## src/rtl/alu_result_buf_if.sv

```systemverilog
// Handshake bundle between the right-shift unit, the result buffer and the writeback consumer.
// par_flag exists only when RESULT_PARITY_EN is defined.
interface alu_result_buf_if #(
  parameter int WIDTH = 32
);
  logic             in_valid;
  logic             in_ready;
  logic [WIDTH-1:0] data_in;
  logic             flush;
  logic             out_valid;
  logic             out_ready;
  logic [WIDTH-1:0] data_out;
  logic             zero_flag;
  logic             neg_flag;
`ifdef RESULT_PARITY_EN
  logic             par_flag;

  modport master (
    output in_valid, data_in, flush, out_ready,
    input  in_ready, out_valid, data_out, zero_flag, neg_flag, par_flag
  );

  modport slave (
    input  in_valid, data_in, flush, out_ready,
    output in_ready, out_valid, data_out, zero_flag, neg_flag, par_flag
  );
`else
  modport master (
    output in_valid, data_in, flush, out_ready,
    input  in_ready, out_valid, data_out, zero_flag, neg_flag
  );

  modport slave (
    input  in_valid, data_in, flush, out_ready,
    output in_ready, out_valid, data_out, zero_flag, neg_flag
  );
`endif
endinterface

```

## src/rtl/alu_result_buf.sv

```systemverilog
// Two-entry result FIFO behind the ALU right-shift unit, with per-entry zero/neg flags.
// Optional parity flag per entry when RESULT_PARITY_EN is defined.
module alu_result_buf #(
  parameter int WIDTH = 32,
  parameter int CNT_W = 16
) (
  input  logic             clk,
  input  logic             rst,
  alu_result_buf_if.slave  bus,
  output logic [CNT_W-1:0] result_count
);

  typedef struct packed {
    logic [WIDTH-1:0] data;
    logic             zero;
    logic             neg;
`ifdef RESULT_PARITY_EN
    logic             par;
`endif
  } entry_t;

  // Flags are fixed at push time so the output side never recomputes them.
  function automatic entry_t make_entry(input logic signed [WIDTH-1:0] d);
    entry_t e;
    e.data = d;
    e.zero = (d == '0);
    e.neg  = (d < 0);
`ifdef RESULT_PARITY_EN
    e.par  = ^d;
`endif
    return e;
  endfunction

  entry_t           mem_q [2];
  entry_t           head_q, head_d;
  entry_t           new_entry;
  logic [1:0]       count_q, count_d;
  logic             wr_ptr_q, wr_ptr_d;
  logic             rd_ptr_q, rd_ptr_d;
  logic             valid_q, valid_d;
  logic [CNT_W-1:0] cnt_q, cnt_d;
  logic             in_ready;
  logic             push;
  logic             pop;

  assign new_entry = make_entry(bus.data_in);
  assign in_ready  = (count_q < 2'd2) && !bus.flush;
  assign push      = bus.in_valid && in_ready;
  assign pop       = valid_q && bus.out_ready;

  always_comb begin
    count_d  = count_q;
    wr_ptr_d = wr_ptr_q;
    rd_ptr_d = rd_ptr_q;
    valid_d  = valid_q;
    head_d   = head_q;
    cnt_d    = cnt_q;
    if (bus.flush) begin
      count_d  = 2'd0;
      wr_ptr_d = 1'b0;
      rd_ptr_d = 1'b0;
      valid_d  = 1'b0;
    end else begin
      if (push) wr_ptr_d = ~wr_ptr_q;
      if (pop) begin
        rd_ptr_d = ~rd_ptr_q;
        cnt_d    = cnt_q + {{(CNT_W-1){1'b0}}, 1'b1};
      end
      case ({push, pop})
        2'b10:   count_d = count_q + 2'd1;
        2'b01:   count_d = count_q - 2'd1;
        default: count_d = count_q;
      endcase
      // Head register tracks the entry at the read pointer; it holds when the FIFO drains.
      if (push && (count_q == 2'd0 || pop)) begin
        head_d = new_entry;
      end else if (pop && count_q == 2'd2) begin
        head_d = mem_q[~rd_ptr_q];
      end
      valid_d = (count_d != 2'd0);
    end
  end

  always_ff @(posedge clk) begin
    if (rst) begin
      count_q  <= 2'd0;
      wr_ptr_q <= 1'b0;
      rd_ptr_q <= 1'b0;
      valid_q  <= 1'b0;
      head_q   <= '0;
      cnt_q    <= '0;
    end else begin
      count_q  <= count_d;
      wr_ptr_q <= wr_ptr_d;
      rd_ptr_q <= rd_ptr_d;
      valid_q  <= valid_d;
      head_q   <= head_d;
      cnt_q    <= cnt_d;
    end
  end

  // Storage contents are don't-care after reset; only pointers and occupancy matter.
  always_ff @(posedge clk) begin
    if (!rst && push) begin
      mem_q[wr_ptr_q] <= new_entry;
    end
  end

  assign bus.in_ready  = in_ready;
  assign bus.out_valid = valid_q;
  assign bus.data_out  = head_q.data;
  assign bus.zero_flag = head_q.zero;
  assign bus.neg_flag  = head_q.neg;
`ifdef RESULT_PARITY_EN
  assign bus.par_flag  = head_q.par;
`endif
  assign result_count  = cnt_q;

endmodule

```

## src/flat_wrapper.sv

```systemverilog
// flat-port wrapper written by rule: the top's interface ports become plain ports
module alu_result_buf_flat 
#(
  parameter int WIDTH = 32,
  parameter int CNT_W = 16
)
  (clk, rst, result_count, bus_in_valid, bus_data_in, bus_flush, bus_out_ready, bus_in_ready, bus_out_valid, bus_data_out, bus_zero_flag, bus_neg_flag);
  alu_result_buf_if #(.WIDTH(WIDTH)) bus_i ();
  input  logic clk;
  input  logic rst;
  output logic [CNT_W-1:0] result_count;
  input wire logic [$bits(bus_i.in_valid)-1:0] bus_in_valid;
  input wire logic [$bits(bus_i.data_in)-1:0] bus_data_in;
  input wire logic [$bits(bus_i.flush)-1:0] bus_flush;
  input wire logic [$bits(bus_i.out_ready)-1:0] bus_out_ready;
  output wire logic [$bits(bus_i.in_ready)-1:0] bus_in_ready;
  output wire logic [$bits(bus_i.out_valid)-1:0] bus_out_valid;
  output wire logic [$bits(bus_i.data_out)-1:0] bus_data_out;
  output wire logic [$bits(bus_i.zero_flag)-1:0] bus_zero_flag;
  output wire logic [$bits(bus_i.neg_flag)-1:0] bus_neg_flag;
  assign bus_i.in_valid = bus_in_valid;
  assign bus_i.data_in = bus_data_in;
  assign bus_i.flush = bus_flush;
  assign bus_i.out_ready = bus_out_ready;
  assign bus_in_ready = bus_i.in_ready;
  assign bus_out_valid = bus_i.out_valid;
  assign bus_data_out = bus_i.data_out;
  assign bus_zero_flag = bus_i.zero_flag;
  assign bus_neg_flag = bus_i.neg_flag;
  alu_result_buf #(.WIDTH(WIDTH), .CNT_W(CNT_W)) u_core (.clk(clk), .rst(rst), .bus(bus_i), .result_count(result_count));
endmodule
```

## config.mk

```make
export PLATFORM = sky130hd
export DESIGN_NAME = alu_result_buf_flat
export DESIGN_NICKNAME = d
export VERILOG_FILES = /design/src/rtl/alu_result_buf_if.sv /design/src/rtl/alu_result_buf.sv /design/src/flat_wrapper.sv
export SDC_FILE = /design/constraint.sdc
export NUM_CORES = 1
export LEC_CHECK = 0
export BUFFER_PORTS_ARGS = -buffer_cell sky130_fd_sc_hd__buf_4
export CAP_MARGIN = 0
export CORE_ASPECT_RATIO = 0.7
export CORE_UTILIZATION = 40
export CTS_CLUSTER_DIAMETER = 150
export DETAILED_ROUTE_END_ITERATION = 10
export HOLD_SLACK_MARGIN = 0.12
export PLACE_DENSITY = 0.61
export RECOVER_POWER = 50
export SLEW_MARGIN = 40
export SYNTH_ARGS = -nofsm -noshare
export SYNTH_HDL_FRONTEND = slang
export SYNTH_SLANG_ARGS = --single-unit
```

## constraint.sdc

```tcl
create_clock -name clk -period 9.65 [get_ports clk]
set_input_delay 2.4125 -clock clk [delete_from_list [all_inputs] [get_ports clk]]
set_output_delay 2.4125 -clock clk [all_outputs]
set_load 0.03 [all_outputs]
```

==> After elaboration in Yosys (flattened, before gate mapping) <==
Memories as Yosys holds them, arrays and structs flattened.
Cells that the tools add are included.
{ "totals": {"register_bits": 55, "latch_bits": 0, "mem_bits_rw": 68, "romBits": 0, "in_bits": 37, "out_inout_bits": 52, "wordCells": 42, "n_memories": 1} }
{ "classes": {"addsub": 3, "mul": 0, "div_mod_pow": 0, "magnitude_cmp": 2, "eq_ne": 3, "shifts": 0, "mux": 6, "n_bitwise": 3, "n_reduce_logical": 16} }
{ "mem_list": {"columns": ["name", "depth", "word_bits", "read_ports", "rd_clocked_by_memory_dff", "write_ports", "line", "source"], "rows": [
  ["u_core.mem_q", 2, 34, 1, 0, 1, "alu_result_buf.sv:34", "entry_t mem_q [2];"]
]} }
{ "op_table": {"columns": ["op", "n"], "rows": [
  ["$mux W34", 2],
  ["$logic_not A32 Y1", 1],
  ["$lt A32 B1 Y1 const B", 1],
  ["$add A16 B1 Y16 const B", 1],
  ["$logic_and A1 B1 Y1", 6],
  ["$eq A2 B2 Y1 const B", 2],
  ["$pmux W2 S2", 1],
  ["$reduce_and A2 Y1", 2],
  ["$reduce_bool A2 Y1", 2],
  ["$not A1 Y1", 3],
  ["$add A2 B1 Y2 const B", 1],
  ["$eq A2 B1 Y1 const B", 1],
  ["$logic_not A1 Y1", 2],
  ["$logic_not A2 Y1", 1],
  ["$lt A2 B2 Y1 const B", 1],
  ["$mux W1", 2],
  ["$mux W2", 1],
  ["$reduce_or A2 Y1", 1],
  ["$sub A2 B1 Y2 const B", 1],
  ["$logic_or A1 B1 Y1", 1]
]} }

==> Logic depth before layout (Yosys ltp) <==
Gate-level depths: netlist of the first run.
{ "depth": {"ltp_word": 7, "ltp_mapped": 7, "ltp_nobuf": 7} }

==> Least setup slack after synthesis of the first run <==
OpenSTA, ideal clock, no wires.
{ "synth_timing": {"path_kind": "input to register", "start": "input bus_flush", "end": "memory u_core.mem_q[1][0] in the netlist's numbering, enable pin", "arrival_time_ns": 5.395, "setup_slack_ns": 3.784, "path_stages": 3, "path_cell_list": "or3b_1 buf_6 nor3b_1"} }
{ "synth_via": {"elab_chain_cells": 6} }
{ "synth_rtl": {"columns": ["element", "line", "source"], "rows": [
  ["from (decl)", "flat_wrapper.sv:14", "input wire logic [$bits(bus_i.flush)-1:0] bus_flush;"],
  ["$logic_not A1 Y1", "alu_result_buf.sv:47", "assign in_ready = (count_q < 2'd2) && !bus.flush;"],
  ["$logic_and A1 B1 Y1", "alu_result_buf.sv:47", null],
  ["$logic_and A1 B1 Y1", "alu_result_buf.sv:48", "assign push = bus.in_valid && in_ready;"],
  ["$logic_and A1 B1 Y1", "alu_result_buf.sv:104", "if (!rst && push) begin"],
  ["$mux W1", "alu_result_buf.sv:104", null],
  ["$mux W1 (implied by the code)", "alu_result_buf.sv:105", "mem_q[wr_ptr_q] <= new_entry;"],
  ["to (decl)", "alu_result_buf.sv:34", null]
]} }
No other way between the ends.

==> Worst setup path in the final report of the first run <==
{ "layout_timing": {"start": "input bus_flush", "end": "output bus_in_ready"} }
{ "layout_via": {"elab_chain_cells": 2} }
{ "layout_rtl": {"columns": ["element", "line", "source"], "rows": [
  ["$logic_not A1 Y1", "alu_result_buf.sv:47", null],
  ["$logic_and A1 B1 Y1", "alu_result_buf.sv:47", null],
  ["to (decl)", "flat_wrapper.sv:16", "output wire logic [$bits(bus_i.in_ready)-1:0] bus_in_ready;"]
]} }
No other way between the ends.

==> impl_results.md, run 1 <==
- Status: completed
- HPWL reported at the end of detailed placement: approximately 6.7 mm
- Worst hold-check path type: reg -> reg
- Routed wire length: 10.88 mm
- Vias in the first global route: about 3200
- Worst-path cell chain: clkbuf_1 > nor2_1 > buf_4
- Ant. Diodes: 0
- Post-synthesis area per instance: approximately 13 sq um
- Top Ports: 89
- Post-synth cell types: 42
- PortBufs: between 80 and 90
- Die X: 137.0 um
- Die area: between 0.01 and 0.015 sq mm
- Post-CTS Setup Bufs: 0
- Final setup fails: 0
- Unrepaired setup endpoints after global routing: false
- Skew final: 7.922 ps
- CP max-delay cell: clkbuf_1
- Critical path class: in -> out
- Cts repair resizes: 0
- Max Slew Vio Count: 0
- Synth Flop Type: edfxtp_1
- First-pass GRT wire length: between 15 and 20 mm
- Arr. time, crit path: 3060 ps
- Worst-path fanout max: 12
- Final global-route overflow total: 0
- Simple-gate area share of the yosys netlist: between 10% and 20%
- Nets@finish: approximately 500
- Worst vdd ir: approximately 0.15 mV
- Slew @ Worst Pin: ~620 ps
- Relative slew slack: 58.67%
- Pwr Density: approximately 200 mW/mm^2
- Total number of clock tree sinks: 120
- Largest net degree at the start of global routing: 36
- Compound-cell area share of the yosys netlist: ~9.2%
- Post-Synth XOR/XNOR Area: between 2 and 3%
- H-tree depth: 4
- Fin util: roughly 50%
- Register bit total from synthesis: 120
- Leakage: 2.032 nW
- Post-route ant nets: 0
- Max Cap Violations: 0
- Clock Tree Buf Depth: 2
- Worst Path Buf+Inv: 2
- Register area: between 0.003 and 0.004 sq mm
- Synthesized instance count: roughly 380
- Area of the multi-input gates: between 0.0015 and 0.002 sq mm
- Post-Synth Adder-Cell Area: 0.4903%
- Largest family of logic cells by synthesized area: multiplexers
- Initial DRC count: 190
- Fmax: between 0.15 and 0.2 GHz
- Synth warnings: 0
- Synthesis-to-layout area growth: 20.10%
- Fillers: 1147
- Clock transition at path regs: 50 ps
- GRT Overall Usage: between 10% and 20%
- Rows: 34
- Root Driver: clkbuf_16
- Largest delay contributor family on the critical path: buffers and inverters
- Layout cells sized above 1: between 20% and 30%
- CTS Buf Count: 17
- First-pass DRT Iterations: 4
- WP data required: between 7000 and 8000 ps
- Syn nets: approximately 420
- Vias per cell: around 5.1
- CP max stage delay: approximately 370 ps
- Post-synth ARST share: 0%
- Critical Path Sink Type: output port
- Hold Fails Final Rpt: 0
- Hold_buf cts: 0
- DRC: 0
- Commonest cells after routing, fill and taps aside: clkbuf_1, edfxtp_1, dfxtp_1
- CTS tree: yes
- Post-synth EDFFs: between 60 and 70
- Core Footprint: approximately 0.012 sq mm
- Initial Utilization: between 40% and 50%
- Crit share post-route: around 57%
- Startpoint Class: primary input
- Commonest non-fill, non-tap cell in the layout: clkbuf_1
- Routed wire per std cell: ~17 um
- Die height: between 90 and 100 um
- Post-Route Setup TNS: 0 ps
- Antenna violations before repair: 0
- Routability Congestion: 0.7241
- Mux cell area share after synthesis: 13.97%
- Sequential-to-total area share from yosys stat: 60.01%
- Synth Cell Area: between 0.005 and 0.006 sq mm
- Routed vias: about 3300
- Later-pin clock latency in the skew report: around 400 ps
- Fin crit period: roughly 5500 ps
## registers in the layout (all words and copies together) (netlist names), 2 cells and up
name and flops:
u_core.mem_q 66, u_core.count_q 2, u_core.result_count 16, u_core.bus.data_out 31
## stage by stage
step	hold slack, ps	setup WS [ps]	total power [mW]	cells	cell area [sq um]
after floorplan	538.3	3784	0.6331	382	5104
after global routing	493.8	4151	1.278	644	6130
final	478.4	4176	1.232	644	6130
after CTS	478.2	4405	1.258	644	6407
after detailed placement	464.4	4404	0.6712	612	5861
after global placement	462.7	4405	0.6701	612	5853
## worst register-to-register path, cell delays in order (launching register included)
cell and delay, ps:
dfxtp_1 360, nor4b_1 310, a31o_2 150, buf_4 490, nand2_4 490, o22ai_2 310
## cell families after synthesis
group	after synthesis
AO/OA/AOI/OAI	42
AND/OR/NAND/NOR	107
XOR/XNOR	16
multiplexers	67
adder cells (fa/ha/maj)	2
buffers and inverters	28
flip-flops	120
## power breakdown
| part | internal (mW) | leakage [nW] | total, mW | switching [mW] |
|---|---|---|---|---|
| logic | 0.0279 | 0.730 | 0.0868 | 0.0590 |
| registers | 0.553 | 1.04 | 0.560 | 0.00719 |
| clock network | 0.374 | 0.263 | 0.585 | 0.211 |
| total | 0.955 | 2.03 | 1.23 | 0.277 |
## layer usage
| metal | track usage, % | share of wire, % |
|---|---|---|
| met1 | 23.59 | 49 |
| met2 | 25.76 | 44 |
| met3 | 6.781 | 6.3 |
| met4 | 5.495 | 0.79 |
| met5 | 0 | 0 |
## synth_stat cells, drive strengths merged, types with 2 or more instances
cell type	instances	area [sq um]
nand3	5	25.02
edfxtp	66	1982
a31o	2	17.52
nor4b	2	17.52
a21oi	3	26.28
a211oi	2	15.01
inv	2	7.510
nand4	4	25.02
nor3	7	35.03
nor3b	2	15.01
dfxtp	54	1081
xor2	8	70.07
xnor2	8	70.07
mux2i	33	330.3
ha	2	25.02
buf	15	127.6
o22ai	32	387.9
nand2	46	172.7
clkbuf	10	37.54
and3	2	12.51
nor2b	2	12.51
nor4	12	75.07
mux2	34	382.9
nor2	18	67.56
## final timing paths
check,startpoint,end,slack [ps],cells past startpoint
worst max-delay path,bus_flush,bus_in_ready,4180,3
worst min-delay path,u_core.bus.data_out[0],u_core.bus.data_out[0],480,2
worst max register to register,u_core.count_q[1],u_core.bus.data_out[25],7460,5
worst min register to register,u_core.bus.data_out[0],u_core.bus.data_out[0],480,2
## final cells by class
cell class	instances	share of cell area [%]
clock buffers	21	7.185
clock inverters	11	1.735
inverters	3	0.1837
multi-input cells	234	30.70
flip-flops and latches	120	50.03
well taps	162	3.307
repair buffers	93	6.859
Power figures use the tool's default switching activity.
==> inputs of run 2 (changes only) <==
==> constraint.sdc (replaced) <==
create_clock -name clk -period 5.15 [get_ports clk]
set_input_delay 1.2875 -clock clk [delete_from_list [all_inputs] [get_ports clk]]
set_output_delay 1.2875 -clock clk [all_outputs]
set_load 0.03 [all_outputs]
==> run 2 against run 1 <==
Net effect: worst hold slack improved by 2.4 ps; via count rose by 1.3%; final cell count stayed put; non-clock buffer count is the same; combinational power is 90% higher; sequential share of layout area shrank 0.45 points; first-iteration DRC count grew 22%; setup slack worse by 2200 ps; total power up 97%; critical path depth increased by 3; core utilization grew 0.44 points; sequential power is 88% higher; critical path type is now in -> reg; critical endpoint is now u_core.bus.zero_flag.
==> impl_results.md, run 2 (synthesized netlist as in run 1, its figures left out) <==
- Initial Utilization: between 40% and 50%
- GRT Overall Usage: a little under a fifth
- Startpoint Class: primary input
- Hold_buf cts: 0
- Routed wire per std cell: 17.57 um
- CP max-delay cell: or3b_1
- Post-CTS Setup Bufs: 0
- Hold Fails Final Rpt: 0
- Routed vias: about 3300
- Critical R2R Launch: u_core.count_q[1]
- Max reg flops: 66
- Max Cap Violations: 0
- Largest register by flop count: u_core.mem_q
- Largest delay contributor family on the critical path: compound AO/OA/AOI/OAI gates
- Skew final: 8.359 ps
- Fin cells: between 600 and 700
- Total number of clock tree sinks: 120
- Commonest non-fill, non-tap cell in the layout: clkbuf_1
- Vias in the first global route: about 3300
- Worst Path Buf+Inv: 2
- Routability Congestion: 0.7543
- Rows: 34
- Worst hold-check path type: reg -> reg
- Hold slack: slightly below 500 ps
- Largest net degree at the start of global routing: 35
- CTS Buf Count: 17
- Post-Route Setup TNS: 0 ps
- Final setup fails: 0
- Routed wire length: 11.31 mm
- First-pass GRT wire length: approximately 18 mm
- Core Footprint: about 0.012 sq mm
- DP Cell Count: a little over 600
- Later-pin clock latency in the skew report: between 400 and 500 ps
- Nets@finish: ~500
- Fin crit period: ~3200 ps
- Antenna violations before repair: 0
- Crit share post-route: 62.59%
- Die height: approximately 97 um
- Critical Path Sink Type: register
- Post-route ant nets: 0
- Max Slew Vio Count: 0
- Worst-path fanout max: 22
- Arr. time, crit path: between 3000 and 4000 ps
- Cts repair resizes: 0
- First-pass DRT Iterations: 4
- Area of the multi-input gates: 0.001882 sq mm
- Leakage: around 2.1 nW
- CP max stage delay: approximately 560 ps
- Slew @ Worst Pin: ~600 ps
- PortBufs: 88
- Pwr Density: just under 400 mW/mm^2
- Layout cells sized above 1: around a quarter
- Unrepaired setup endpoints after global routing: false
- Status: completed
- Synthesis-to-layout area growth: 21.18%
- Fillers: between 1000 and 1500
- Ant. Diodes: 0
- Root Driver: clkbuf_16
- Fmax: 0.3102 GHz
- Post-DP Area: 0.005861 sq mm
- DRC: 0
- Fin util: around half
- Top Ports: a little under 90
- Design area: about 0.0062 sq mm
- Critical path class: in -> reg
- Hold Crit Start: u_core.bus.data_out[30]
- Worst-path cell chain: clkbuf_1 > or3b_1 > a21oi_4 > buf_4 > nor4b_1 > a311o_1
- Worst vdd ir: 0.2270 mV
- H-tree depth: 4
- Die area: approximately 0.013 sq mm
- Relative slew slack: 59.86%
- Clock Tree Buf Depth: 2
- Initial DRC count: ~230
- WP data required: ~5400 ps
- Die X: about 140 um
- Commonest cells after routing, fill and taps aside: clkbuf_1, edfxtp_1, dfxtp_1
- Clock transition at path regs: 50 ps
- CTS tree: yes
- Final global-route overflow total: 0
- HPWL reported at the end of detailed placement: approximately 7.0 mm
- Register area: 0.003067 sq mm
- Worst Setup SP: bus_flush
- Vias per cell: a little over 5
[run 2: cell count changes in the layout (fill, tap and decap cells not counted)]
| cell | before | now |
|---|---|---|
| bufinv_16 | 2 | 4 |
| clkbuf_1 | 78 | 76 |
| clkinv_1 | 4 | 5 |
| clkinvlp_4 | 2 | 0 |
| clkbuf_8 | 0 | 1 |
[run 2: stage by stage]
step	setup WS [ps]	total power [mW]
3_3_place_gp	1622	1.257
5_1_grt	1812	2.510
2_1_floorplan	408.8	1.186
4_1_cts	2042	2.473
3_5_place_dp	1618	1.260
6_report	1927	2.427
[run 2: path summary, 6_finish.rpt]
kind / to / slack [ps] / depth (start not counted)
max reg2reg: u_core.bus.zero_flag / 2710 / 5
min reg2reg: u_core.bus.data_out[30] / 480 / 2
max: u_core.bus.zero_flag / 1930 / 6
min: u_core.bus.data_out[30] / 480 / 2
[run 2: layer usage]
layer,up-vias,global-route usage [%],wire length [um]
li1,1610,-,-
met1,1628,25.56,5597
met2,78,26.64,4971
met3,8,5.895,652
met4,0,5.769,91
met5,-,0,0
[run 2: where the power goes]
group	switching, mW	leakage, nW	internal, mW
Clock	0.401	0.297	0.811
Combinational	0.113	0.730	0.0519
Sequential	0.0134	1.04	1.04
[run 2: worst min-delay path: stages (launching register included)]
cell	delay, ps
dfxtp_1	310
nand2_1	70
o22ai_2	60
[run 2: layout make-up]
class,count,share of cell area (%)
clock inverters,12,2.509
inverters,3,0.1821
well taps,162,3.277
repair buffers,93,6.797
multi-input cells,234,30.43
flip-flops and latches,120,49.59
clock buffers,20,7.222
==> inputs of run 3 (changes only) <==
--- a/config.mk
+++ b/config.mk
@@ -5,6 +5,7 @@
 export SDC_FILE = /design/constraint.sdc
 export NUM_CORES = 1
 export LEC_CHECK = 0
+export ABC_AREA = 1
 export BUFFER_PORTS_ARGS = -buffer_cell sky130_fd_sc_hd__buf_4
 export CAP_MARGIN = 0
 export CORE_ASPECT_RATIO = 0.7
@@ -12,7 +13,7 @@
 export CTS_CLUSTER_DIAMETER = 150
 export DETAILED_ROUTE_END_ITERATION = 10
 export HOLD_SLACK_MARGIN = 0.12
-export PLACE_DENSITY = 0.61
+export PLACE_DENSITY = 0.64
 export RECOVER_POWER = 50
 export SLEW_MARGIN = 40
 export SYNTH_ARGS = -nofsm -noshare
==> constraint.sdc (replaced) <==
create_clock -name clk -period 2.65 [get_ports clk]
set_input_delay 0.6625 -clock clk [delete_from_list [all_inputs] [get_ports clk]]
set_output_delay 0.6625 -clock clk [all_outputs]
set_load 0.03 [all_outputs]
==> run 3 against run 2 <==
Net effect: clock skew increased by 4.4 ps; die area increased by 0.60%; area after synthesis increased by 0.61%; combinational power increased by 66%; largest power group unchanged.
==> impl_results.md, run 3 <==
- Pwr Density: approximately 750 mW/mm^2
- DP Cell Count: 837
- Ant. Diodes: 0
- Int Pwr: around 3.7 mW
- Clock Tree Buf Depth: 2
- Switch share: 21.32%
- WP data required: 2910 ps
- Largest net degree at the start of global routing: 39
- Worst-path fanout max: 32
- Layer with the highest usage: met2
- Worst-path cell chain: buf_4 > nand2_1 > o21ai_1 > nand2_1 > nand2_1 > nand2_2 > clkinv_2 > nand2_1 > a21oi_1
- HPWL reported at the end of detailed placement: about 7.7 mm
- Later-pin clock latency in the skew report: 410 ps
- Critical path class: in -> reg
- Rows: 34
- NetSw: about 1.0 mW
- Die X: about 140 um
- Nets@finish: 733
- Commonest non-fill, non-tap cell in the layout: nand2_1
- Max reg flops: 66
- Post-synth EDFFs: 66
- Synth warnings: 0
- Total number of clock tree sinks: 120
- Post-synthesis area per instance: roughly 8.5 sq um
- Worst Path Buf+Inv: 2
- GRT Overall Usage: approximately a fifth
- Crit share post-route: between 70% and 80%
- Post-DP Area: 0.005912 sq mm
- Fin util: about half
- Most frequent cell after synthesis: nand2_1
- Die area: ~0.013 sq mm
- Post-synth cell types: 27
- Clk pwr share: 51.3%
- Post-CTS Setup Bufs: 0
- Startpoint Class: primary input
- CP max-delay cell: clkinv_2
- Worst hold-check path type: reg -> reg
- Synthesized instance count: around 600
- Design area: 0.006300 sq mm
- Routability Congestion: 0.7803
- Post-route ant nets: 0
- Synth top cells by count: nand2_1, edfxtp_1, dfxtp_1, nor2_1, a21oi_1
- Unrepaired setup endpoints after global routing: false
- Fin cells: between 800 and 900
- Fin crit period: 1973 ps
- Place WS: approximately 240 ps
- Routed wire length: ~12 mm
- Combinational fraction of design power: under 10%
- Syn nets: approximately 650
- Hold Fails Final Rpt: 0
- Initial Utilization: between 40% and 50%
- Largest register by flop count: u_core.mem_q
- PortBufs: 88
- Reg power frac: a little over two fifths
- Critical Path Sink Type: register
- CP max stage delay: 490 ps
- Cts repair resizes: 0
- Worst vdd ir: ~0.42 mV
- Routed vias: ~4200
- Root Driver: clkbuf_16
- CTS Buf Count: 17
- Sequential-to-total area share from yosys stat: 59.65%
- Skew final: roughly 13 ps
- Vias in the first global route: between 3000 and 4000
- Final global-route overflow total: 0
- Synth Flop Type: edfxtp_1
- First-pass DRT Iterations: 5
- Largest delay contributor family on the critical path: simple AND/OR/NAND/NOR gates
- Synthesis-to-layout area growth: 22.69%
- Synth Cell Area: approximately 0.005 sq mm
- Initial DRC count: 250
- Met1 GRT Util: between 20% and 30%
- Post-synth ARST share: 0%
- Die height: a little under 100 um
- Relative slew slack: 37.98%
- Layout cells sized above 1: roughly a tenth
- Met2 Track Usage GR: 28.95%
- Max Slew Vio Count: 0
- Final setup fails: 0
- Register bit total from synthesis: 120
- Commonest cells after routing, fill and taps aside: nand2_1, edfxtp_1, clkbuf_1
- Max Cap Violations: 0
- H-tree depth: 4
- Status: completed
- First-pass GRT wire length: 19.57 mm
- Routed wire per std cell: ~14 um
- PnR worst setup slack: about 680 ps
- Clock transition at path regs: 50 ps
- DRC: 0
- Hold_buf cts: 0
- Fmax: ~0.5 GHz
- CTS tree: yes
- Top cell by count, worst path: nand2_1
- Core Footprint: between 0.01 and 0.015 sq mm
- Leakage: between 2 and 3 nW
- Arr. time, crit path: around 2200 ps
- Synth top area share: between 30% and 40%
- Slew @ Worst Pin: about 930 ps
- Grt met3 use: under 10%
- Post-synth top area cell: edfxtp_1
- Vias per cell: around 4.8
- Area contributors post-synth: edfxtp_1, dfxtp_1, nand2_1
- Top Ports: slightly below 90
- Antenna violations before repair: 0
run 3: cell count changes in the layout (fill, tap and decap cells not counted), sizes merged, moves of 8 or more:
| cell | before | now |
|---|---|---|
| nand2 | 46 | 281 |
| a21oi | 3 | 46 |
| nor2 | 18 | 55 |
| mux2 | 34 | 0 |
| mux2i | 33 | 0 |
| o22ai | 32 | 0 |
| inv | 2 | 32 |
| buf | 19 | 37 |
| o21ai | 1 | 18 |
| clkbuf | 94 | 79 |
| nor4 | 12 | 0 |
| xnor2 | 8 | 0 |
run 3: final timing paths:
path | start | endpoint | slack [ps] | cells past startpoint
setup reg to reg | u_core.bus.out_valid | u_core.bus.data_out[1] | 700 | 8
hold / removal | u_core.bus.data_out[14] | u_core.bus.data_out[14] | 460 | 2
setup / recovery | bus_out_ready | u_core.bus.data_out[1] | 680 | 9
hold reg to reg | u_core.bus.data_out[14] | u_core.bus.data_out[14] | 460 | 2
run 3: kinds of logic after synthesis:
group,Yosys count,synth area share (%)
fa+ha+maj,2,0.4873
buf+inv,60,5.946
compound gates,65,6.530
flops,120,59.65
xor+xnor,3,0.5118
simple gates,356,26.88
run 3: routing by layer:
layer | vias to the layer above | part of all wire, % | wire length, um
met5 | - | 0 | 0
met4 | 0 | 0.81 | 98
met3 | 9 | 5.3 | 643
met2 | 115 | 44 | 5329
met1 | 1966 | 50 | 6025
li1 | 2119 | - | -
run 3: metrics by stage:
| step | TNS (ps) | power, mW | hold WS [ps] |
|---|---|---|---|
| after floorplan | -1955 | 2.237 | 487.0 |
| after global placement | 0 | 2.360 | 453.1 |
| after detailed placement | 0 | 2.367 | 458.3 |
| after CTS | 0 | 4.776 | 438.0 |
| after global routing | 0 | 4.854 | 480.1 |
| final | 0 | 4.712 | 463.5 |
run 3: power groups by stage:
| stage | combinational (mW) | sequential (mW) | clock (mW) |
|---|---|---|---|
| 2_1_floorplan | 0.145 | 2.09 | 0 |
| 3_3_place_gp | 0.302 | 2.06 | 0 |
| 3_5_place_dp | 0.308 | 2.06 | 0 |
| 4_1_cts | 0.309 | 2.02 | 2.45 |
| 5_1_grt | 0.305 | 2.02 | 2.53 |
| 6_report | 0.274 | 2.02 | 2.42 |
run 3: final cells by class:
cell class | instances | area [sq um]
fill | 1211 | 6165
clock buffer | 21 | 470.5
inverter | 34 | 131.4
clock inverter | 11 | 150.1
sequential | 120 | 3063
timing repair buffer | 95 | 509.2
tap | 162 | 202.7
multi-input combinational | 426 | 1773
run 3: worst min-delay path, cell delays in order, from the launching register on:
cell and delay, ps:
dfxtp_1 300, nand2_1 60, a21oi_1 50
